==> src/rtl/p4_lsu_pkg.sv <==
// ---------------------------------------------------------------------------
// p4_lsu_pkg
//   Shared types and constants for the P4 load/store unit.
//   - lsu_state_t : bus handshake FSM states
//   - lsu_exc_t   : exception cause encoding driven on o_exc_cause
//   - F3_*        : funct3 access-width codes
//   - ctrl_t      : downstream control bundle carried through P4
//   - p4p5_t      : P4/P5 pipeline register payload
//   - helpers     : width legality, misalignment, bubble payload
// ---------------------------------------------------------------------------
package p4_lsu_pkg;

  typedef enum logic [1:0] {
    LSU_IDLE = 2'd0,
    LSU_REQ  = 2'd1,
    LSU_WAIT = 2'd2
  } lsu_state_t;

  typedef enum logic [1:0] {
    EXC_LD_MISALIGN   = 2'd0,
    EXC_ST_MISALIGN   = 2'd1,
    EXC_BUS_ERR       = 2'd2,
    EXC_ILLEGAL_WIDTH = 2'd3
  } lsu_exc_t;

  localparam logic [2:0] F3_B  = 3'b000;
  localparam logic [2:0] F3_H  = 3'b001;
  localparam logic [2:0] F3_W  = 3'b010;
  localparam logic [2:0] F3_BU = 3'b100;
  localparam logic [2:0] F3_HU = 3'b101;

  localparam logic [31:0] NOP_INSN = 32'h0000_0013;

  typedef struct packed {
    logic       reg_wr;
    logic [4:0] rd_addr;
    logic [1:0] wb_sel;
  } ctrl_t;

  typedef struct packed {
    logic [31:0] reg_wr_data;
    ctrl_t       ctrl;
    logic [31:0] insn;
  } p4p5_t;

  // Payload the P4/P5 register captures when nothing useful leaves P4.
  function automatic p4p5_t p4p5_bubble();
    p4p5_t b;
    b.reg_wr_data = '0;
    b.ctrl        = '0;
    b.insn        = NOP_INSN;
    return b;
  endfunction

  // Unsigned widths exist only for loads; stores accept B/H/W.
  function automatic logic lsu_width_ok(input logic [2:0] f3, input logic is_load);
    case (f3)
      F3_B, F3_H, F3_W: return 1'b1;
      F3_BU, F3_HU:     return is_load;
      default:          return 1'b0;
    endcase
  endfunction

  function automatic logic lsu_misaligned(input logic [2:0] f3, input logic [1:0] addr_lo);
    case (f3)
      F3_H, F3_HU: return addr_lo[0];
      F3_W:        return (addr_lo != 2'b00);
      default:     return 1'b0;
    endcase
  endfunction

endpackage

==> src/rtl/p4_lsu_align.sv <==
// ---------------------------------------------------------------------------
// p4_lsu_align
//   Purely combinational lane logic for the load/store unit.
//   Store side: replicates store data across byte lanes and builds the byte
//   enables from the access width and address offset.
//   Load side: picks the addressed byte/halfword out of the bus word and
//   sign- or zero-extends it.
//
//   Ports
//     funct3      in   3  access width / signedness
//     addr_lo     in   2  effective address bits [1:0]
//     is_store    in   1  selects store lane/be generation
//     store_data  in  32  rs2 value
//     rdata       in  32  raw bus read data
//     wdata       out 32  lane-aligned store data
//     be          out  4  byte enables (all ones for loads)
//     load_data   out 32  extracted and extended load value
// ---------------------------------------------------------------------------
module p4_lsu_align
  import p4_lsu_pkg::*;
(
  input  logic [2:0]  funct3,
  input  logic [1:0]  addr_lo,
  input  logic        is_store,
  input  logic [31:0] store_data,
  input  logic [31:0] rdata,
  output logic [31:0] wdata,
  output logic [3:0]  be,
  output logic [31:0] load_data
);

  logic [7:0]  byte_sel;
  logic [15:0] half_sel;

  always_comb begin
    wdata = store_data;
    be    = 4'b1111;
    if (is_store) begin
      case (funct3)
        F3_B: begin
          wdata = {4{store_data[7:0]}};
          be    = 4'b0001 << addr_lo;
        end
        F3_H: begin
          wdata = {2{store_data[15:0]}};
          be    = addr_lo[1] ? 4'b1100 : 4'b0011;
        end
        default: begin
          wdata = store_data;
          be    = 4'b1111;
        end
      endcase
    end
  end

  always_comb begin
    case (addr_lo)
      2'd0:    byte_sel = rdata[7:0];
      2'd1:    byte_sel = rdata[15:8];
      2'd2:    byte_sel = rdata[23:16];
      default: byte_sel = rdata[31:24];
    endcase
    half_sel = addr_lo[1] ? rdata[31:16] : rdata[15:0];
  end

  always_comb begin
    case (funct3)
      F3_B:    load_data = {{24{byte_sel[7]}}, byte_sel};
      F3_BU:   load_data = {24'h0, byte_sel};
      F3_H:    load_data = {{16{half_sel[15]}}, half_sel};
      F3_HU:   load_data = {16'h0, half_sel};
      default: load_data = rdata;
    endcase
  end

endmodule

==> src/rtl/p4_lsu.sv <==
// ---------------------------------------------------------------------------
// p4_lsu
//   P4 memory-access stage. Non-memory instructions pass straight through to
//   the P4/P5 register with no added latency. Loads and stores issue one
//   data-bus request, stall P1-P4 until the response arrives, and then hand
//   the (extended) result to P4/P5. Width and alignment faults are caught
//   before any request and reported as a single-cycle exception pulse.
//
//   Ports
//     i_clk, i_rst_n        clock, async active-low reset
//     i_valid               live instruction in P3/P4
//     i_alu_result          ALU result / effective address
//     i_rs2_data            store data
//     i_funct3              access width and sign
//     i_mem_rd, i_mem_wr    load / store flags (both set = load)
//     i_ctrl, i_insn        passed through to P4/P5
//     o_p4p5                {reg_wr_data, ctrl, insn} to P4/P5
//     o_stall               freeze P1-P4 this cycle
//     o_dbus_*              request: req, we, word address, wdata, be
//     i_dbus_gnt            request accepted
//     i_dbus_rvalid/rdata   response, i_dbus_err qualified by rvalid
//     o_exc, o_exc_cause    exception pulse and cause
//
//   state    | meaning
//   ---------+-------------------------------------------------------------
//   LSU_IDLE | no transaction; a legal memory op raises req this cycle
//   LSU_REQ  | request outstanding, waiting for grant, bus fields held
//   LSU_WAIT | granted, request dropped, waiting for rvalid
// ---------------------------------------------------------------------------
module p4_lsu
  import p4_lsu_pkg::*;
(
  input  logic        i_clk,
  input  logic        i_rst_n,
  input  logic        i_valid,
  input  logic [31:0] i_alu_result,
  input  logic [31:0] i_rs2_data,
  input  logic [2:0]  i_funct3,
  input  logic        i_mem_rd,
  input  logic        i_mem_wr,
  input  ctrl_t       i_ctrl,
  input  logic [31:0] i_insn,
  output p4p5_t       o_p4p5,
  output logic        o_stall,
  output logic        o_dbus_req,
  output logic        o_dbus_we,
  output logic [31:0] o_dbus_addr,
  output logic [31:0] o_dbus_wdata,
  output logic [3:0]  o_dbus_be,
  input  logic        i_dbus_gnt,
  input  logic        i_dbus_rvalid,
  input  logic [31:0] i_dbus_rdata,
  input  logic        i_dbus_err,
  output logic        o_exc,
  output logic [1:0]  o_exc_cause
);

  lsu_state_t  state_q;
  logic        mem_op;
  logic        is_load;
  logic        is_store;
  logic        width_ok;
  logic        misaligned;
  logic        access_bad;
  lsu_exc_t    bad_cause;
  lsu_exc_t    exc_cause;
  logic [31:0] load_data;

  assign mem_op   = i_valid & (i_mem_rd | i_mem_wr);
  // Both flags set is treated as a load.
  assign is_load  = i_mem_rd;
  assign is_store = i_mem_wr & ~i_mem_rd;

  assign width_ok   = lsu_width_ok(i_funct3, is_load);
  assign misaligned = lsu_misaligned(i_funct3, i_alu_result[1:0]);
  assign access_bad = ~width_ok | misaligned;

  // Illegal width wins over misalignment: alignment is meaningless for an
  // undefined width.
  always_comb begin
    if (!width_ok)    bad_cause = EXC_ILLEGAL_WIDTH;
    else if (is_load) bad_cause = EXC_LD_MISALIGN;
    else              bad_cause = EXC_ST_MISALIGN;
  end

  p4_lsu_align u_align (
    .funct3     (i_funct3),
    .addr_lo    (i_alu_result[1:0]),
    .is_store   (is_store),
    .store_data (i_rs2_data),
    .rdata      (i_dbus_rdata),
    .wdata      (o_dbus_wdata),
    .be         (o_dbus_be),
    .load_data  (load_data)
  );

  // Upstream is frozen while stalled, so these stay stable across REQ.
  assign o_dbus_we   = is_store;
  assign o_dbus_addr = {i_alu_result[31:2], 2'b00};

  always_ff @(posedge i_clk or negedge i_rst_n) begin
    if (!i_rst_n) begin
      state_q <= LSU_IDLE;
    end else begin
      case (state_q)
        LSU_IDLE: if (mem_op && !access_bad)
                    state_q <= i_dbus_gnt ? LSU_WAIT : LSU_REQ;
        LSU_REQ:  if (i_dbus_gnt)    state_q <= LSU_WAIT;
        LSU_WAIT: if (i_dbus_rvalid) state_q <= LSU_IDLE;
        default:  state_q <= LSU_IDLE;
      endcase
    end
  end

  // Outputs are combinational so a request can go out in the same cycle the
  // instruction arrives. They are also gated by reset so that asserting
  // i_rst_n low drops the request immediately, not at the next edge.
  always_comb begin
    o_dbus_req = 1'b0;
    o_stall    = 1'b0;
    o_exc      = 1'b0;
    exc_cause  = EXC_LD_MISALIGN;
    o_p4p5     = p4p5_bubble();
    if (i_rst_n) begin
      case (state_q)
        LSU_IDLE: begin
          if (i_valid && !mem_op) begin
            o_p4p5.reg_wr_data = i_alu_result;
            o_p4p5.ctrl        = i_ctrl;
            o_p4p5.insn        = i_insn;
          end else if (mem_op && access_bad) begin
            o_exc     = 1'b1;
            exc_cause = bad_cause;
          end else if (mem_op) begin
            o_dbus_req = 1'b1;
            o_stall    = 1'b1;
          end
        end
        LSU_REQ: begin
          o_dbus_req = 1'b1;
          o_stall    = 1'b1;
        end
        LSU_WAIT: begin
          if (!i_dbus_rvalid) begin
            o_stall = 1'b1;
          end else if (i_dbus_err) begin
            o_exc     = 1'b1;
            exc_cause = EXC_BUS_ERR;
          end else begin
            o_p4p5.reg_wr_data = is_store ? i_alu_result : load_data;
            o_p4p5.ctrl        = i_ctrl;
            o_p4p5.insn        = i_insn;
          end
        end
        default: ;
      endcase
    end
  end

  assign o_exc_cause = exc_cause;

endmodule
==> config.mk <==
export PLATFORM = sky130hd
export DESIGN_NAME = p4_lsu
export DESIGN_NICKNAME = d
export VERILOG_FILES = /design/src/rtl/p4_lsu_pkg.sv /design/src/rtl/p4_lsu_align.sv /design/src/rtl/p4_lsu.sv
export SDC_FILE = /design/constraint.sdc
export NUM_CORES = 1
export LEC_CHECK = 0
export CORE_AREA = 2 2 115 117
export CTS_CLUSTER_SIZE = 10
export DETAILED_ROUTE_END_ITERATION = 16
export DIE_AREA = 0 0 117 119
export SYNTH_ARGS = -nofsm -noshare
export SYNTH_HDL_FRONTEND = slang
export SYNTH_SLANG_ARGS = --single-unit
export TNS_END_PERCENT = 5
==> constraint.sdc <==
create_clock -name i_clk -period 2 [get_ports i_clk]
set_input_delay 0.2 -clock i_clk [delete_from_list [all_inputs] [get_ports i_clk]]
set_output_delay 0.2 -clock i_clk [all_outputs]
set_load 0.02 [all_outputs]
==> flow_summary.html, run 1 <==
<table>
<tr><th>Metric</th><th>Value</th></tr>
<tr><th colspan="2">Worst setup path</th></tr>
<tr><td>Critical path endpoint category</td><td>output pin</td></tr>
<tr><td>Critical Path Start Type</td><td>flip-flop</td></tr>
<tr><td>Biggest fanout along the worst timing path</td><td>19</td></tr>
<tr><td>CP required</td><td>1.80 ns</td></tr>
<tr><td>Category of the critical setup timing path</td><td>reg2out</td></tr>
<tr><td>Signal arrival time at the worst endpoint</td><td>2.15 ns</td></tr>
<tr><th colspan="2">CTS</th></tr>
<tr><td># clock sinks</td><td>2</td></tr>
<tr><td>Buffers from clock root to sink, at most</td><td>2</td></tr>
<tr><td>Number of CTS-inserted buffers</td><td>3</td></tr>
<tr><td>Clock latency at the later pin of the worst-skew pair</td><td>0.22 ns</td></tr>
<tr><td>Hold-fix buffer count after cts</td><td>0</td></tr>
<tr><td>TritonCTS clock tree</td><td>done</td></tr>
<tr><td>H-tree level count</td><td>1</td></tr>
<tr><td>Cell chosen for the clock root</td><td>clkbuf_16</td></tr>
<tr><td>Clock input transition at the sequential cells of the worst setup and hold paths</td><td>0.03 ns</td></tr>
<tr><th colspan="2">STA</th></tr>
<tr><td>Setup_tns</td><td>-8.95 ns</td></tr>
<tr><td>Final hold violation count</td><td>0</td></tr>
<tr><td>Final setup skew</td><td>0.0000345 ns</td></tr>
<tr><td>Portion of the clock cycle consumed by the worst path in the final layout</td><td>117%</td></tr>
<tr><td>Maximum operating frequency</td><td>0.426 GHz</td></tr>
<tr><td>Setup repair after global routing missed its margin</td><td>true</td></tr>
<tr><td>Post-route worst setup slack</td><td>-0.349 ns</td></tr>
<tr><td>Shortest clock period the worst path allows after layout</td><td>2.35 ns</td></tr>
<tr><td>Slew Limit Fails</td><td>0</td></tr>
<tr><td>Final count of negative-setup-slack endpoints</td><td>37</td></tr>
<tr><th colspan="2">Global routing</th></tr>
<tr><td>Final global-route overflow total</td><td>0</td></tr>
<tr><td>Number of antenna violations at the first check in global routing</td><td>1</td></tr>
<tr><td>GRT Util Overall</td><td>19.4%</td></tr>
<tr><td>Pin count of the biggest net entering global routing</td><td>38</td></tr>
<tr><td>Via count of the first global-routing pass</td><td>3752</td></tr>
<tr><td>First-pass GRT wire length</td><td>21.2 mm</td></tr>
<tr><th colspan="2">Logic synthesis</th></tr>
<tr><td>Cell count after synthesis</td><td>349</td></tr>
<tr><td>Part of the Yosys area used for sequential elements</td><td>2.03%</td></tr>
<tr><td>Commonest register cell after synthesis</td><td>dfrtp_1</td></tr>
<tr><td>Netlist area before placement</td><td>2460 sq um</td></tr>
<tr><td>Number of synthesis warnings</td><td>0</td></tr>
<tr><td>Share of flip-flops with an asynchronous set or reset</td><td>100%</td></tr>
<tr><td>Mean post-synth cell area</td><td>7.05 sq um</td></tr>
<tr><td>#FFs+latches synth</td><td>2</td></tr>
<tr><td>Number of flops mapped to enable cells by yosys</td><td>0</td></tr>
<tr><td>Distinct cell type count after synthesis</td><td>52</td></tr>
<tr><th colspan="2">Routing</th></tr>
<tr><td>DRC violations left</td><td>0</td></tr>
<tr><td>Number of DRC violations after detailed-routing iteration 0</td><td>198</td></tr>
<tr><td>DR vias/cell</td><td>4.64</td></tr>
<tr><td>Count of antenna-violating nets left after detailed routing</td><td>0</td></tr>
<tr><td>DRT Pass-1 Iters</td><td>4</td></tr>
<tr><td>Final routed wirelength across all metal layers</td><td>14.5 mm</td></tr>
<tr><td>Avg WL per Cell</td><td>17.6 um</td></tr>
<tr><td>Number of vias in the routed layout</td><td>3817</td></tr>
<tr><th colspan="2">Place</th></tr>
<tr><td>Post-detailed-placement half-perimeter wirelength</td><td>11.9 mm</td></tr>
<tr><td>Final GP Congestion</td><td>0.869</td></tr>
<tr><td>Count of buffers inserted at the top-level ports</td><td>290</td></tr>
<tr><td>Placed instance area</td><td>5720 sq um</td></tr>
<tr><th colspan="2">Die</th></tr>
<tr><td>Die Outline Area</td><td>13900 sq um</td></tr>
<tr><td>Floorplan row count</td><td>42</td></tr>
<tr><td>Effective utilization at floorplan</td><td>19.1%</td></tr>
<tr><td>Core footprint</td><td>12900 sq um</td></tr>
<tr><td>Die outline height</td><td>119 um</td></tr>
<tr><td>I/O pins</td><td>293</td></tr>
<tr><td>Width of the chip</td><td>117 um</td></tr>
<tr><th colspan="2">Run</th></tr>
<tr><td>Max-cap viol count</td><td>0</td></tr>
<tr><th colspan="2">Finish</th></tr>
<tr><td>Summed area of non-filler cells in the final layout</td><td>5930 sq um</td></tr>
<tr><td>Register cell area after layout</td><td>50.0 sq um</td></tr>
<tr><td>Fraction of layout cells with a size suffix above 1</td><td>36.6%</td></tr>
<tr><td>Total area of multi-input combinational cells</td><td>2100 sq um</td></tr>
<tr><td>Fin nets</td><td>794</td></tr>
<tr><td>Top register by number of flip-flops</td><td>state_q</td></tr>
<tr><td>Max FFs per register</td><td>2</td></tr>
<tr><td># fillers</td><td>1313</td></tr>
<tr><td>Area delta synth-&gt;final</td><td>141%</td></tr>
<tr><td>Regs by FF count</td><td>state_q: 2 flops</td></tr>
<tr><th colspan="2">Outcome</th></tr>
<tr><td>Violations in the final reports</td><td>negative setup slack</td></tr>
<tr><td>Outcome</td><td>finished, violations left</td></tr>
<tr><th colspan="2">Min path</th></tr>
<tr><td>Min-delay worst type</td><td>in2async</td></tr>
<tr><th colspan="2">Pwr</th></tr>
<tr><td>Worst voltage drop across the vdd grid</td><td>415 uV</td></tr>
<tr><td>PD cells</td><td>255 nW/um^2</td></tr>
<tr><td>Static leakage power</td><td>2.52 nW</td></tr>
</table>
metrics by stage:
stage                     setup WS, ns  power (mW)  instances  util (%)  hold slack [ns]
after CTS                       -0.339        1.51        821      45.5           0.0232
after floorplan                 -0.158       0.523        350         -          -0.0956
after global placement          -0.894        1.19        811      44.4            0.510
final                           -0.349        1.52        822      46.1           0.0280
after global routing            -0.374        1.60        822      46.1           0.0467
after detailed placement        -0.949        1.19        811      44.4            0.521
cell usage after synthesis, types with 3 or more instances:
cell type   n  area [sq um]
a21oi_1    15          75.1
a221o_1     7          70.1
a32oi_1     7          61.3
and2_1     52           325
buf_2       4          20.0
buf_4      43           323
clkbuf_1   19          71.3
inv_1       6          22.5
mux2_2     16           180
mux2i_1    17           170
nand2_1    22          82.6
nand2b_1    3          18.8
nand3_1     7          35.0
nand4b_1   16           140
nor2_1     29           109
nor2b_1     3          18.8
o21ai_0    24           120
o311ai_0    6          52.6
o311ai_2   10           163
or3_1       7          43.8
where the power goes:
| part | switching [mW] | internal (mW) |
|---|---|---|
| sequential | 0.00196 | 0.0437 |
| combinational | 0.524 | 0.639 |
| clock | 0.0525 | 0.255 |
worst max-delay path: stages (launching register included):
cell      delay (ns)
dfrtp_1         0.39
or3b_4          0.39
or3_4           0.39
buf_12          0.17
o311ai_1        0.33
buf_2           0.23
worst paths after layout:
kind,startpoint,end,slack [ns],cells past startpoint
worst max-delay path,state_q[0],o_p4p5[59],-0.35,5
worst min-delay path,i_rst_n,state_q[1],0.03,2
worst max register to register,state_q[0],state_q[0],0.68,7
worst min register to register,state_q[0],state_q[1],0.75,3
max in group asynchronous,i_rst_n,state_q[0],1.87,2
min in group i_clk,i_dbus_gnt,state_q[0],0.55,2
area by class of cell:
cell class,instances,area share [%]
clock buffers,3,1.27
repair buffers,361,58.3
diodes,1,0.0422
multi-input cells,272,35.4
well taps,176,3.71
flip-flops and latches,2,0.843
inverters,7,0.443
placed cells by master (no fill, tap or decap), types with 7 or more instances in the layout:
cell	count
clkdlybuf4s50_1	175
buf_4	85
buf_6	45
and2_1	44
nor2_1	28
buf_2	25
nand2_1	19
mux2i_1	17
mux2_2	16
nand4b_1	16
o21ai_0	15
a21oi_1	15
o311ai_2	11
and2_4	8
o21ai_1	8
a221o_1	7
nand3_1	7
dlygate4sd2_1	7
buf_12	7
logic make-up (layout without fill, tap and decap cells):
| group | after synthesis | after routing | synth area share (%) |
|---|---|---|---|
| other | 1 | 3 | 0.152 |
| AND/OR/NAND/NOR | 154 | 154 | 36.8 |
| flip-flops | 2 | 2 | 2.03 |
| multiplexers | 34 | 34 | 15.1 |
| buffers and inverters | 76 | 371 | 19.3 |
| AO/OA/AOI/OAI | 82 | 82 | 26.5 |
timing repair:
item,4_1_cts,5_1_grt
gates cloned,3,0
setup endpoints to repair,105,104
buffers inserted,5,0
endpoints found under the hold margin,0,0
pin swaps,11,4
gates resized for setup,562,20
metal layers:
layer	up-vias	routed length [um]	global-route usage, %
li1	1830	-	-
met1	1783	5490	23.2
met2	194	7690	36.3
met3	10	1200	3.72
met4	0	99	1.91
met5	-	0	0
Note: power is estimated with default switching activity, not from simulation.
==> run 2: changes to the inputs <==
==> constraint.sdc (replaced) <==
create_clock -name i_clk -period 2.8 [get_ports i_clk]
set_input_delay 0.28 -clock i_clk [delete_from_list [all_inputs] [get_ports i_clk]]
set_output_delay 0.28 -clock i_clk [all_outputs]
set_load 0.02 [all_outputs]
==> run 2 against run 1 <==
  * Sequential power decreased by 28%
  * Worst setup slack improved by 0.37 ns
  * Critical endpoint is now o_p4p5[60]
  * Count of clock-buffer cells in the layout unchanged
  * Power decreased by 33%
  * Largest power group unchanged
  * Global-route usage decreased by 1.5 points
  * Combinational power decreased by 34%
  * Die area unchanged
  * Core utilization decreased by 3.4 points
  * Hold slack improved by 0.36 ns
  * The run now ends clean
  * Clock skew increased by 0.0027 ns
==> flow_summary.html, run 2 (synthesis gave the netlist of run 1 again) <==
<table>
<tr><th>Metric</th><th>Value</th></tr>
<tr><th colspan="2">Global routing</th></tr>
<tr><td>Routing usage on met2</td><td>34.0%</td></tr>
<tr><td>Pin count of the biggest net entering global routing</td><td>38</td></tr>
<tr><td>Fraction of met1 tracks used by global routing</td><td>20.3%</td></tr>
<tr><td>First-pass GRT wire length</td><td>19.5 mm</td></tr>
<tr><td>Peak-usage layer in the global routing report</td><td>met2</td></tr>
<tr><td>Number of antenna violations at the first check in global routing</td><td>0</td></tr>
<tr><td>GR met3 Demand/Resource</td><td>3.41%</td></tr>
<tr><td>GRT Util Overall</td><td>17.8%</td></tr>
<tr><td>Final global-route overflow total</td><td>0</td></tr>
<tr><td>Via count of the first global-routing pass</td><td>3613</td></tr>
<tr><th colspan="2">CTS</th></tr>
<tr><td>TritonCTS clock tree</td><td>done</td></tr>
<tr><td># clock sinks</td><td>2</td></tr>
<tr><td>Buffers from clock root to sink, at most</td><td>2</td></tr>
<tr><td>Clock latency at the later pin of the worst-skew pair</td><td>0.22 ns</td></tr>
<tr><td>Hold-fix buffer count after cts</td><td>0</td></tr>
<tr><td>Number of CTS-inserted buffers</td><td>3</td></tr>
<tr><td>Clock input transition at the sequential cells of the worst setup and hold paths</td><td>0.03 ns</td></tr>
<tr><td>H-tree level count</td><td>1</td></tr>
<tr><td>Cell chosen for the clock root</td><td>clkbuf_16</td></tr>
<tr><th colspan="2">Finish</th></tr>
<tr><td>Antenna diodes</td><td>0</td></tr>
<tr><td>Regs by FF count</td><td>state_q: 2 flops</td></tr>
<tr><td>Summed area of non-filler cells in the final layout</td><td>5500 sq um</td></tr>
<tr><td>Fin nets</td><td>761</td></tr>
<tr><td>Area delta synth-&gt;final</td><td>123%</td></tr>
<tr><td>Commonest non-fill, non-tap cells in the layout</td><td>220 x clkdlybuf4s50_1, 52 x and2_1, 35 x buf_4</td></tr>
<tr><td>Final cell count without fillers</td><td>788</td></tr>
<tr><td>Max FFs per register</td><td>2</td></tr>
<tr><td>Commonest non-fill, non-tap cell in the layout</td><td>clkdlybuf4s50_1</td></tr>
<tr><td>Fraction of layout cells with a size suffix above 1</td><td>17.5%</td></tr>
<tr><td>Top register by number of flip-flops</td><td>state_q</td></tr>
<tr><th colspan="2">Place</th></tr>
<tr><td>Post-detailed-placement half-perimeter wirelength</td><td>11.5 mm</td></tr>
<tr><td>Count of buffers inserted at the top-level ports</td><td>290</td></tr>
<tr><td>Final GP Congestion</td><td>0.820</td></tr>
<tr><td>Placed instance area</td><td>5500 sq um</td></tr>
<tr><td>Placed Cells incl. Taps</td><td>785</td></tr>
<tr><td>Setup slack at placement</td><td>-0.317 ns</td></tr>
<tr><th colspan="2">STA</th></tr>
<tr><td>Final hold violation count</td><td>0</td></tr>
<tr><td>Shortest clock period the worst path allows after layout</td><td>2.78 ns</td></tr>
<tr><td>Portion of the clock cycle consumed by the worst path in the final layout</td><td>99.3%</td></tr>
<tr><td>Final count of negative-setup-slack endpoints</td><td>0</td></tr>
<tr><td>Slew Limit Fails</td><td>0</td></tr>
<tr><td>Final setup skew</td><td>0.00277 ns</td></tr>
<tr><td>Maximum operating frequency</td><td>0.360 GHz</td></tr>
<tr><td>Setup repair after global routing missed its margin</td><td>true</td></tr>
<tr><td>Post-route worst setup slack</td><td>0.0184 ns</td></tr>
<tr><th colspan="2">Worst setup path</th></tr>
<tr><td>Internal reg-to-reg setup slack</td><td>1.73 ns</td></tr>
<tr><td>Critical path endpoint category</td><td>output pin</td></tr>
<tr><td>CP max stage delay</td><td>0.51 ns</td></tr>
<tr><td>CP required</td><td>2.52 ns</td></tr>
<tr><td>Signal arrival time at the worst endpoint</td><td>2.50 ns</td></tr>
<tr><td>Standard cell with the maximum stage delay on the critical path</td><td>clkdlybuf4s50_1</td></tr>
<tr><td>Biggest fanout along the worst timing path</td><td>19</td></tr>
<tr><td>Critical Path Start Type</td><td>input port</td></tr>
<tr><td>Depth of the worst register-to-register path</td><td>4</td></tr>
<tr><td>Cell chain of the critical path</td><td>clkdlybuf4s50_1 -&gt; or3b_4 -&gt; or3_1 -&gt; buf_12 -&gt; o311ai_0 -&gt; clkdlybuf4s15_1</td></tr>
<tr><td>Category of the critical setup timing path</td><td>in2out</td></tr>
<tr><td>Number of cells on the critical path</td><td>6</td></tr>
<tr><td>Top Family by Delay on Critical Path</td><td>buffers and inverters</td></tr>
<tr><td>Number of buffer and inverter instances along the worst setup path</td><td>3</td></tr>
<tr><th colspan="2">Die</th></tr>
<tr><td>Core footprint</td><td>12900 sq um</td></tr>
<tr><td>I/O pins</td><td>293</td></tr>
<tr><td>Die outline height</td><td>119 um</td></tr>
<tr><td>Floorplan row count</td><td>42</td></tr>
<tr><td>Die Outline Area</td><td>13900 sq um</td></tr>
<tr><td>Effective utilization at floorplan</td><td>19.1%</td></tr>
<tr><td>Width of the chip</td><td>117 um</td></tr>
<tr><th colspan="2">Min path</th></tr>
<tr><td>Min-delay worst type</td><td>in2async</td></tr>
<tr><th colspan="2">Routing</th></tr>
<tr><td>DR vias/cell</td><td>4.57</td></tr>
<tr><td>Number of vias in the routed layout</td><td>3604</td></tr>
<tr><td>DRT Pass-1 Iters</td><td>4</td></tr>
<tr><td>Final routed wirelength across all metal layers</td><td>13.4 mm</td></tr>
<tr><td>Count of antenna-violating nets left after detailed routing</td><td>0</td></tr>
<tr><td>Avg WL per Cell</td><td>17.0 um</td></tr>
<tr><td>Number of DRC violations after detailed-routing iteration 0</td><td>147</td></tr>
<tr><td>DRC violations left</td><td>0</td></tr>
<tr><th colspan="2">Run</th></tr>
<tr><td>Max-cap viol count</td><td>0</td></tr>
<tr><th colspan="2">Outcome</th></tr>
<tr><td>Outcome</td><td>finished clean</td></tr>
<tr><th colspan="2">Pwr</th></tr>
<tr><td>PD cells</td><td>184 nW/um^2</td></tr>
<tr><td>Worst voltage drop across the vdd grid</td><td>245 uV</td></tr>
<tr><td>Static leakage power</td><td>2.49 nW</td></tr>
</table>
[run 2: changes by cell type in the layout (fill, tap and decap cells not counted), sizes merged]
cell	change
buf	-125
clkbuf	+22
dlymetal6s2s	+14
clkdlybuf4s50	+45
diode	-1
clkdlybuf4s15	-2
dlygate4sd2	+13
[run 2: timing repair]
| action | in CTS | in global routing |
|---|---|---|
| setup endpoints to repair | 51 | 52 |
| buffers inserted | 0 | 0 |
| pin swaps | 0 | 0 |
| resized for setup | 54 | 81 |
[run 2: final timing paths]
check,start,to
worst min-delay path,i_rst_n,state_q[0]
min in group i_clk,i_dbus_gnt,state_q[0]
worst max-delay path,i_rst_n,o_p4p5[60]
worst max register to register,state_q[1],state_q[0]
max in group asynchronous,i_rst_n,state_q[1]
worst min register to register,state_q[0],state_q[1]
[run 2: per-stage QoR]
stage / TNS, ns / power (mW) / util (%) / hold WS, ns
4_1_cts: -0.000237 / 1.02 / 42.9 / 0.392
5_1_grt: -0.101 / 1.07 / 42.7 / 0.411
6_report: 0 / 1.01 / 42.7 / 0.391
2_1_floorplan: 0 / 0.373 / - / -0.0156
3_3_place_gp: -7.26 / 0.807 / 42.7 / 0.617
3_5_place_dp: -8.27 / 0.813 / 42.7 / 0.627
[run 2: routing by layer]
metal	vias up	share of wire (%)
li1	1767	-
met1	1650	38
met2	179	52
met3	8	8.4
met4	0	1.0
met5	-	0
[run 2: final cells by class]
class	instances	area, sq um
fillers	1288	7370
repair buffers	328	3150
multi-input cells	272	1980
well taps	176	220
clock buffers	3	75.1
flip-flops and latches	2	50.0
inverters	7	26.3
[run 2: worst reg2reg max path: stages, from the launching register on]
cell     delay (ns)
dfrtp_1        0.36
buf_4          0.15
a21oi_1        0.13
o31a_1         0.21
nor2b_1        0.15
[run 2: where the power goes]
group | total [mW] | internal (mW) | switching, mW
Combinational | 0.761 | 0.418 | 0.343
Clock | 0.217 | 0.182 | 0.0351
Sequential | 0.0327 | 0.0312 | 0.00145
Total | 1.01 | 0.631 | 0.379
